`config.mk`:
```
export PLATFORM = sky130hd
export DESIGN_NAME = adc_serial_reader
export DESIGN_NICKNAME = d
export VERILOG_FILES = /design/src/rtl/adc_serial_reader.sv
export SDC_FILE = /design/constraint.sdc
export NUM_CORES = 1
export LEC_CHECK = 0
export BUFFER_PORTS_ARGS = -buffer_cell sky130_fd_sc_hd__buf_2
export CORE_MARGIN = 5
export CORE_UTILIZATION = 40
export CTS_BUF_LIST = sky130_fd_sc_hd__clkbuf_16
export DETAILED_ROUTE_END_ITERATION = 8
export HOLD_SLACK_MARGIN = 0.1
export PLACE_DENSITY = 0.7
export SYNTH_ARGS = -nofsm -noshare
export SYNTH_HDL_FRONTEND = slang
export SYNTH_SLANG_ARGS = --single-unit
```
`constraint.sdc`:
```
create_clock -name clk -period 2.1 [get_ports clk]
set_input_delay 0.315 -clock clk [delete_from_list [all_inputs] [get_ports clk]]
set_output_delay 0.315 -clock clk [all_outputs]
set_load 0.01 [all_outputs]
```
`src/rtl/adc_serial_reader.sv`:
```
`timescale 1ns/1ps
// adc_serial_reader
// SPI-style master for the microphone ADC. The link is CPOL=1 with one
// FRAME_BITS-clock frame per conversion. Each frame carries leading zero bits
// followed by DATA_BITS data bits, MSB first. One conversion is started every
// SAMPLE_PERIOD clk cycles while enable is high. The result is presented on a
// valid/ready interface.
//
// Ports
//   clk           system clock
//   reset         asynchronous, active-high reset
//   enable        1 = run periodic conversions
//   adc_cs        ADC chip select, active low
//   adc_clk       ADC serial clock, idles high
//   adc_sd        ADC serial data (the ADC changes it on adc_clk falling edges)
//   sample        last completed conversion, unsigned
//   sample_valid  sample holds unconsumed data
//   sample_ready  consumer accepts sample when sample_valid & sample_ready
//   overrun       1-cycle pulse: a new sample overwrote an unconsumed one
//   frame_err     1-cycle pulse with a new sample whose leading bits were not 0
//
// State table
//   S_IDLE  | cs high, clk high, waiting for a period tick
//   S_SETUP | cs low, clk high for CLK_DIV cycles (chip-select setup)
//   S_SHIFT | FRAME_BITS adc_clk periods, CLK_DIV cycles low then CLK_DIV high
//   S_HOLD  | cs high, clk high for CLK_DIV cycles (quiet time before IDLE)
module adc_serial_reader #(
    parameter int CLK_DIV       = 5,
    parameter int FRAME_BITS    = 16,
    parameter int DATA_BITS     = 12,
    parameter int SAMPLE_PERIOD = 1250
) (
    input  logic                 clk,
    input  logic                 reset,
    input  logic                 enable,
    output logic                 adc_cs,
    output logic                 adc_clk,
    input  logic                 adc_sd,
    output logic [DATA_BITS-1:0] sample,
    output logic                 sample_valid,
    input  logic                 sample_ready,
    output logic                 overrun,
    output logic                 frame_err
);

    localparam int DIV_W = $clog2(CLK_DIV + 1);
    localparam int BIT_W = $clog2(FRAME_BITS + 1);
    localparam int PER_W = $clog2(SAMPLE_PERIOD + 1);
    localparam logic [DIV_W-1:0] DIV_LOAD = DIV_W'(CLK_DIV - 1);
    localparam logic [BIT_W-1:0] LAST_BIT = BIT_W'(FRAME_BITS - 1);
    localparam logic [PER_W-1:0] PER_LAST = PER_W'(SAMPLE_PERIOD - 1);

    typedef enum logic [1:0] {S_IDLE, S_SETUP, S_SHIFT, S_HOLD} state_t;

    state_t                  state, state_n;
    logic [DIV_W-1:0]        div_cnt, div_cnt_n;
    logic [BIT_W-1:0]        bit_cnt, bit_cnt_n;
    logic [PER_W-1:0]        per_cnt, per_cnt_n;
    logic [FRAME_BITS-1:0]   shift_reg;
    logic                    adc_cs_n, adc_clk_n;
    logic                    start, div_tc, capture, load, lead_err;

    // Period counter is held at 0 while disabled, so re-enabling starts a
    // frame on the very next edge.
    always_comb begin
        per_cnt_n = per_cnt + PER_W'(1);
        if (!enable || per_cnt == PER_LAST) begin
            per_cnt_n = '0;
        end
    end

    assign start    = enable && (per_cnt == '0) && (state == S_IDLE);
    assign div_tc   = (div_cnt == '0);
    assign lead_err = ((shift_reg >> DATA_BITS) != '0);

    always_comb begin
        state_n   = state;
        div_cnt_n = div_cnt;
        bit_cnt_n = bit_cnt;
        adc_cs_n  = adc_cs;
        adc_clk_n = adc_clk;
        capture   = 1'b0;
        load      = 1'b0;
        case (state)
            S_IDLE: begin
                if (start) begin
                    state_n   = S_SETUP;
                    div_cnt_n = DIV_LOAD;
                    adc_cs_n  = 1'b0;
                    adc_clk_n = 1'b1;
                end
            end
            S_SETUP: begin
                if (div_tc) begin
                    state_n   = S_SHIFT;
                    div_cnt_n = DIV_LOAD;
                    bit_cnt_n = '0;
                    adc_clk_n = 1'b0;
                end else begin
                    div_cnt_n = div_cnt - DIV_W'(1);
                end
            end
            S_SHIFT: begin
                if (!div_tc) begin
                    div_cnt_n = div_cnt - DIV_W'(1);
                end else if (!adc_clk) begin
                    // Rising adc_clk: data has been stable for half a bit.
                    adc_clk_n = 1'b1;
                    capture   = 1'b1;
                    div_cnt_n = DIV_LOAD;
                end else if (bit_cnt == LAST_BIT) begin
                    state_n   = S_HOLD;
                    adc_cs_n  = 1'b1;
                    div_cnt_n = DIV_LOAD;
                    load      = 1'b1;
                end else begin
                    adc_clk_n = 1'b0;
                    bit_cnt_n = bit_cnt + BIT_W'(1);
                    div_cnt_n = DIV_LOAD;
                end
            end
            S_HOLD: begin
                if (div_tc) begin
                    state_n = S_IDLE;
                end else begin
                    div_cnt_n = div_cnt - DIV_W'(1);
                end
            end
            default: begin
                state_n  = S_IDLE;
                adc_cs_n = 1'b1;
                adc_clk_n = 1'b1;
            end
        endcase
    end

    always_ff @(posedge clk or posedge reset) begin
        if (reset) begin
            state     <= S_IDLE;
            div_cnt   <= '0;
            bit_cnt   <= '0;
            per_cnt   <= '0;
            adc_cs    <= 1'b1;
            adc_clk   <= 1'b1;
            shift_reg <= '0;
        end else begin
            state   <= state_n;
            div_cnt <= div_cnt_n;
            bit_cnt <= bit_cnt_n;
            per_cnt <= per_cnt_n;
            adc_cs  <= adc_cs_n;
            adc_clk <= adc_clk_n;
            if (capture) begin
                shift_reg <= {shift_reg[FRAME_BITS-2:0], adc_sd};
            end
        end
    end

    // A new sample always wins over a coincident consume, so valid stays set.
    always_ff @(posedge clk or posedge reset) begin
        if (reset) begin
            sample       <= '0;
            sample_valid <= 1'b0;
            overrun      <= 1'b0;
            frame_err    <= 1'b0;
        end else if (load) begin
            sample       <= shift_reg[DATA_BITS-1:0];
            sample_valid <= 1'b1;
            overrun      <= sample_valid && !sample_ready;
            frame_err    <= lead_err;
        end else begin
            overrun   <= 1'b0;
            frame_err <= 1'b0;
            if (sample_valid && sample_ready) begin
                sample_valid <= 1'b0;
            end
        end
    end

endmodule
```
==> Yosys cells after proc, flatten, opt, wreduce, memory -nomap -nowiden <==
Index checks and enable logic that the tools add are counted.
{ "word_totals": {"regBits": 54, "latch_bits": 0, "ram_bits": 0, "rom_bits": 0, "input_bits": 5, "out_inout_bits": 17, "n_memories": 0} }
{ "op_classes": {"addsub": 3, "mul": 0, "div_mod_pow": 0, "magnitude_cmp": 0, "n_eq_ne": 13, "shifts": 0, "muxes": 38, "n_bitwise": 0, "reduce_logical": 21} }
{ "op_table": {"columns": ["operator", "count"], "rows": [
  ["two-way mux 5 bit", 4],
  ["two-way mux 1 bit", 19],
  ["inequality test 2 bit, second input constant", 8],
  ["nonzero test 16 bit", 1],
  ["two-way mux 2 bit", 6],
  ["adder 11 x 1 -> 11 bit, second input constant", 1],
  ["equality test 11 bit, second input constant", 1],
  ["logical NOT 11 bit", 1],
  ["two-way mux 11 bit", 1],
  ["one-hot mux 5 bit (2 select lines)", 1],
  ["AND reduction 5 bit", 2],
  ["two-way mux 3 bit", 3],
  ["one-hot mux 3 bit (3 select lines)", 1],
  ["one-hot mux 2 bit (4 select lines)", 1],
  ["AND reduction 6 bit", 1],
  ["nonzero test 2 bit", 3],
  ["adder 5 x 1 -> 5 bit, second input constant", 1],
  ["equality test 5 x 4 -> 1 bit, second input constant", 1],
  ["equality test 2 bit, second input constant", 2],
  ["logical AND 1 bit", 4],
  ["AND reduction 4 bit", 1],
  ["logical NOT 3 bit", 1],
  ["one-hot mux 1 bit (3 select lines)", 1],
  ["nonzero test 3 bit", 1],
  ["other kinds (8)", 9]
]} }

==> Logic depth before layout (Yosys ltp) <==
{ "depth": {"word_depth": 6, "ltp_mapped": 8} }

==> Worst setup path after synthesis <==
OpenSTA, ideal clock, no wires.
{ "synth_timing": {"path_type": "reg2reg", "start": "reg bit_cnt[0]", "end": "reg sample[0]", "setup_time_ns": 0.125, "arrival_ns": 2.074, "slack_ns": -0.098, "stages_incl_launch_ff": 9, "synth_period_minus_slack_ns": 2.198, "cell_sequence": "dfrtp_1 > ha_1 > and3_1 > ha_1 > nand4b_1 > or2_2 > clkbuf_1 > clkbuf_1 > mux2_2"} }
{ "synth_between": {"elab_chain_len": 5} }
{ "synth_rtl": {"columns": ["element", "line_no", "rtl"], "rows": [
  ["start, declared", "57", "logic [BIT_W-1:0] bit_cnt, bit_cnt_n;"],
  ["start signal, assigned", "149", "bit_cnt <= bit_cnt_n;"],
  ["equality test 5 x 4 -> 1 bit", "111", "end else if (bit_cnt == LAST_BIT) begin"],
  ["two-way mux 1 bit", "111", null],
  ["two-way mux 1 bit", "106", "end else if (!adc_clk) begin"],
  ["two-way mux 1 bit", "104", "if (!div_tc) begin"],
  ["two-way mux 1 bit", "84", "case (state)"],
  ["end signal, assigned", "167", "sample <= shift_reg[DATA_BITS-1:0];"],
  ["end, declared", "39", "output logic [DATA_BITS-1:0] sample,"]
]} }
No other way between the ends.
A chain may end at the register's enable or synchronous reset.

==> Final worst setup path <==
{ "layout_timing": {"start": "reg per_cnt[1]", "end": "reg adc_clk"} }
{ "layout_between": {"elab_chain_len": 5} }
{ "layout_rtl": {"columns": ["element", "line_no", "rtl"], "rows": [
  ["start, declared", "58", "logic [PER_W-1:0] per_cnt, per_cnt_n;"],
  ["start signal, assigned", "150", "per_cnt <= per_cnt_n;"],
  ["logical NOT 11 bit", "72", "assign start = enable && (per_cnt == '0) && (state == S_IDLE);"],
  ["logical AND 1 bit (2 in a row)", "72", null],
  ["inequality test 2 bit (no source line)", null, null],
  ["AND reduction 4 bit (no source line)", null, null],
  ["end signal, assigned", "152", "adc_clk <= adc_clk_n;"],
  ["end, declared", "37", "output logic adc_clk,"]
]} }
No other way between the ends.

==> flow_metrics.env <==
export IMPL_hold_path_startpoint="adc_sd"
export IMPL_die_y_um=89.27
export IMPL_maxSlewViolCount=0
export IMPL_hp_class="in -> reg"
export IMPL_gp_congestion=0.7811
export IMPL_yosys_warnings=0
export IMPL_pwr_share_seq_pct=54.7
export IMPL_peakVddDrop_uv=390.7
export IMPL_clock_fmax_ghz=0.5164
export IMPL_worst_ep_arrival_time_ps=2150
export IMPL_grt_overflow=0
export IMPL_powerDensity_mw_per_mm2=660.4
export IMPL_critPathMaxStageDelay_ps=510
export IMPL_drtPass1Iterations=4
export IMPL_status="finished clean"
export IMPL_syn_inst=217
export IMPL_relSlewSlack_pct=63.75
export IMPL_post_drt_via_cell_ratio=5.101
export IMPL_path_class="reg -> reg"
export IMPL_worstSkewPairLatency_ps=290
export IMPL_maxCapViolCount=0
export IMPL_grt_pass1_wl_um=8280
export IMPL_path_cells="inv_1 -> ha_1 -> or4b_1 -> o41ai_4 -> a21boi_1 -> a2bb2oi_1"
export IMPL_chipWidth_um=89.27
export IMPL_worstMarginPinSlew_ps=540.1
export IMPL_synth_cell_type_count=38
export IMPL_p_leak_nw=1.479
export IMPL_cts_buffers=5
export IMPL_fin_skew_ps=4.403
export IMPL_avgSynthCellArea_sq_um=11.58
export IMPL_yosys_area_top_type="dfrtp_1"
export IMPL_wl_um=4441
export IMPL_min_period_over_period_pct=92.22
export IMPL_drt_met1_wl_um=2072
export IMPL_synth_async_sr_flop_share_pct=100.0
export IMPL_antenna_found_initial=0
export IMPL_startpoint="per_cnt[1]"
export IMPL_internal_power_mw=1.516
export IMPL_drc_errors=0
export IMPL_root_buffer="clkbuf_16"
export IMPL_switching_share_pct=21.34
export IMPL_synth_area_leaders="dfrtp_1 (52%), mux2_2 (13%), ha_1 (5.5%)"
export IMPL_largest_register_ffs=16
export IMPL_crit_fanout=6
export IMPL_mappedNetlistNets=233
export IMPL_hold_viol=0
export IMPL_antenna_left=0
export IMPL_syn_to_final_growth_pct=16.13
export IMPL_clockBufferDepth=2
export IMPL_h_tree_depth=2
export IMPL_dieArea_sq_mm=0.007969
export IMPL_synth_top_cell_area_share_pct=51.77
export IMPL_drive_gt1_share_pct=29.48
export IMPL_synth_seq_area_share_pct=53.86
export IMPL_start_util_pct=41.72
export IMPL_wl_per_cell_um=13.62
export IMPL_syn_area_sq_mm=0.002514
export IMPL_ios=22
export IMPL_rsz0062_at_grt="no"
export IMPL_wl_met2_um=2146
export IMPL_cts_sinks=54
export IMPL_cts_tree="done"
export IMPL_clockPowerShare_pct=41.6
export IMPL_placed_cells=317
export IMPL_yosys_most_used_dff="dfrtp_1"
export IMPL_grt_pass1_vias=1779
export IMPL_start_kind="flop"
export IMPL_placed_area_sq_mm=0.002764
export IMPL_clkTransAtPathRegs_ps=70
export IMPL_hpwlAfterDp_um=3116
export IMPL_fp_coreArea_sq_mm=0.006026
export IMPL_synth_edf_count=0
export IMPL_grt_max_degree=28
export IMPL_routed_wl_met3_um=160
export IMPL_r2r_start="per_cnt[1]"
export IMPL_grt_usage_pct=13.25
export IMPL_drt_initial_drc_count=111
export IMPL_switching_power_mw=0.4113
export IMPL_path_delay_family="compound AO/OA/AOI/OAI gates"
export IMPL_pwr_share_comb_pct=3.6
export IMPL_period_needed_ps=1937
export IMPL_fin_tns_setup_ps=0
export IMPL_design_area_sq_mm=0.002919
export IMPL_slowest_stage="or4b_1"
export IMPL_row_count=28
export IMPL_fill_cells=550
export IMPL_final_nets=266
export IMPL_end_kind="flop"
export IMPL_cts_setup_buffers=0
export IMPL_io_buffers=21
export IMPL_critical_path_required_ps=2320
export IMPL_critical_path_buf_inv_count=1
export IMPL_multiInputGateArea_sq_mm=0.001086
export IMPL_num_antenna_cells=0
export IMPL_vias=1663
export IMPL_top_layer_used="met4"
export IMPL_seqCellArea_sq_mm=0.001354
export IMPL_synth_seq_cells=54
export IMPL_setup_viol=0
export IMPL_final_cells=326
[per-layer routing]
metal	track usage (%)	up-vias
met5	0	-
met4	4.736	0
met3	3.410	8
met2	20.96	23
met1	17.65	818
li1	-	814
[path summary, 6_finish.rpt]
| path | slack (ps) | endpoint | cells after the start |
|---|---|---|---|
| worst max-delay path | 160 | adc_clk | 6 |
| worst min-delay path | 260 | shift_reg[0] | 2 |
| worst max register to register | 160 | adc_clk | 6 |
| worst min register to register | 490 | adc_cs | 2 |
| max in group asynchronous | 800 | adc_cs | 4 |
| min in group asynchronous | 620 | shift_reg[2] | 3 |
[stage by stage]
stage / hold WS, ps / utilization (%) / power, mW / worst slack [ps]
after floorplan: 454.1 / - / 1.120 / 15.13
after detailed placement: 388.7 / 45.87 / 1.146 / 84.68
after CTS: 252.6 / 48.40 / 1.952 / 78.49
final: 259.4 / 48.44 / 1.928 / 163.5
after global routing: 258.7 / 48.44 / 2.012 / 74.85
after global placement: 386.2 / 45.87 / 1.145 / 160.7
[placed cells by master (no fill, tap or decap), drive strengths merged, types with 3 or more instances in the layout]
master | synthesis | routed
and2 | 3 | 3
nand4 | 4 | 4
dfrtp | 52 | 52
a21oi | 11 | 11
o21ai | 4 | 4
a2bb2oi | 3 | 3
nor2 | 23 | 23
ha | 11 | 11
inv | 12 | 14
nand2 | 12 | 12
nand3 | 5 | 5
xor2 | 8 | 8
buf | 4 | 32
nand2b | 5 | 5
mux2 | 28 | 28
clkbuf | 3 | 5
nor3 | 5 | 5
[power by group through the flow]
stage	sequential [mW]	clock (mW)	combinational, mW
3_3_place_gp	1.07	0	0.0703
6_report	1.06	0.802	0.0703
5_1_grt	1.06	0.873	0.0824
4_1_cts	1.06	0.824	0.0731
3_5_place_dp	1.08	0	0.0706
2_1_floorplan	1.08	0	0.0441
[cells in the mapped netlist (4+ instances only)]
library cell  count
dfrtp_1          52
mux2_2           28
nor2_1           23
inv_1            12
nand2_1          12
a21oi_1          11
ha_1             11
xor2_1            8
nand2b_1          5
nand3_1           5
buf_2             4
nand4_1           4
nor3_1            4
[worst reg2reg max path, delay by kind of cell, from the launching register on]
kind	cells	cell delay, ps
buffers and inverters	1	80
flip-flops	1	390
AO/OA/AOI/OAI	3	770
AND/OR/NAND/NOR	1	510
adder cells (fa/ha/maj)	1	120
[cell type report]
type / instances / share of cell area, %
clock buffer: 5 / 4.286
clock inverter: 3 / 0.6001
inverter: 12 / 1.543
multi-input combinational: 144 / 37.21
sequential: 54 / 46.38
tap: 75 / 3.215
timing repair buffer: 33 / 6.772
[logic make-up (layout without fill, tap and decap cells)]
logic type,count (synthesis),count (layout),synth area share [%]
simple gates,67,67,13.44
flops,54,54,53.86
mux,30,30,13.34
compound gates,27,27,7.716
buf+inv,19,53,3.036
fa+ha+maj,11,11,5.475
xor+xnor,9,9,3.136
[timing repair]
item,CTS,global route
resized for setup,0,1
hold endpoints to repair,25,0
endpoints found under the setup margin,0,12
hold buffers,1,0
Note: power is estimated with default switching activity, not from simulation.
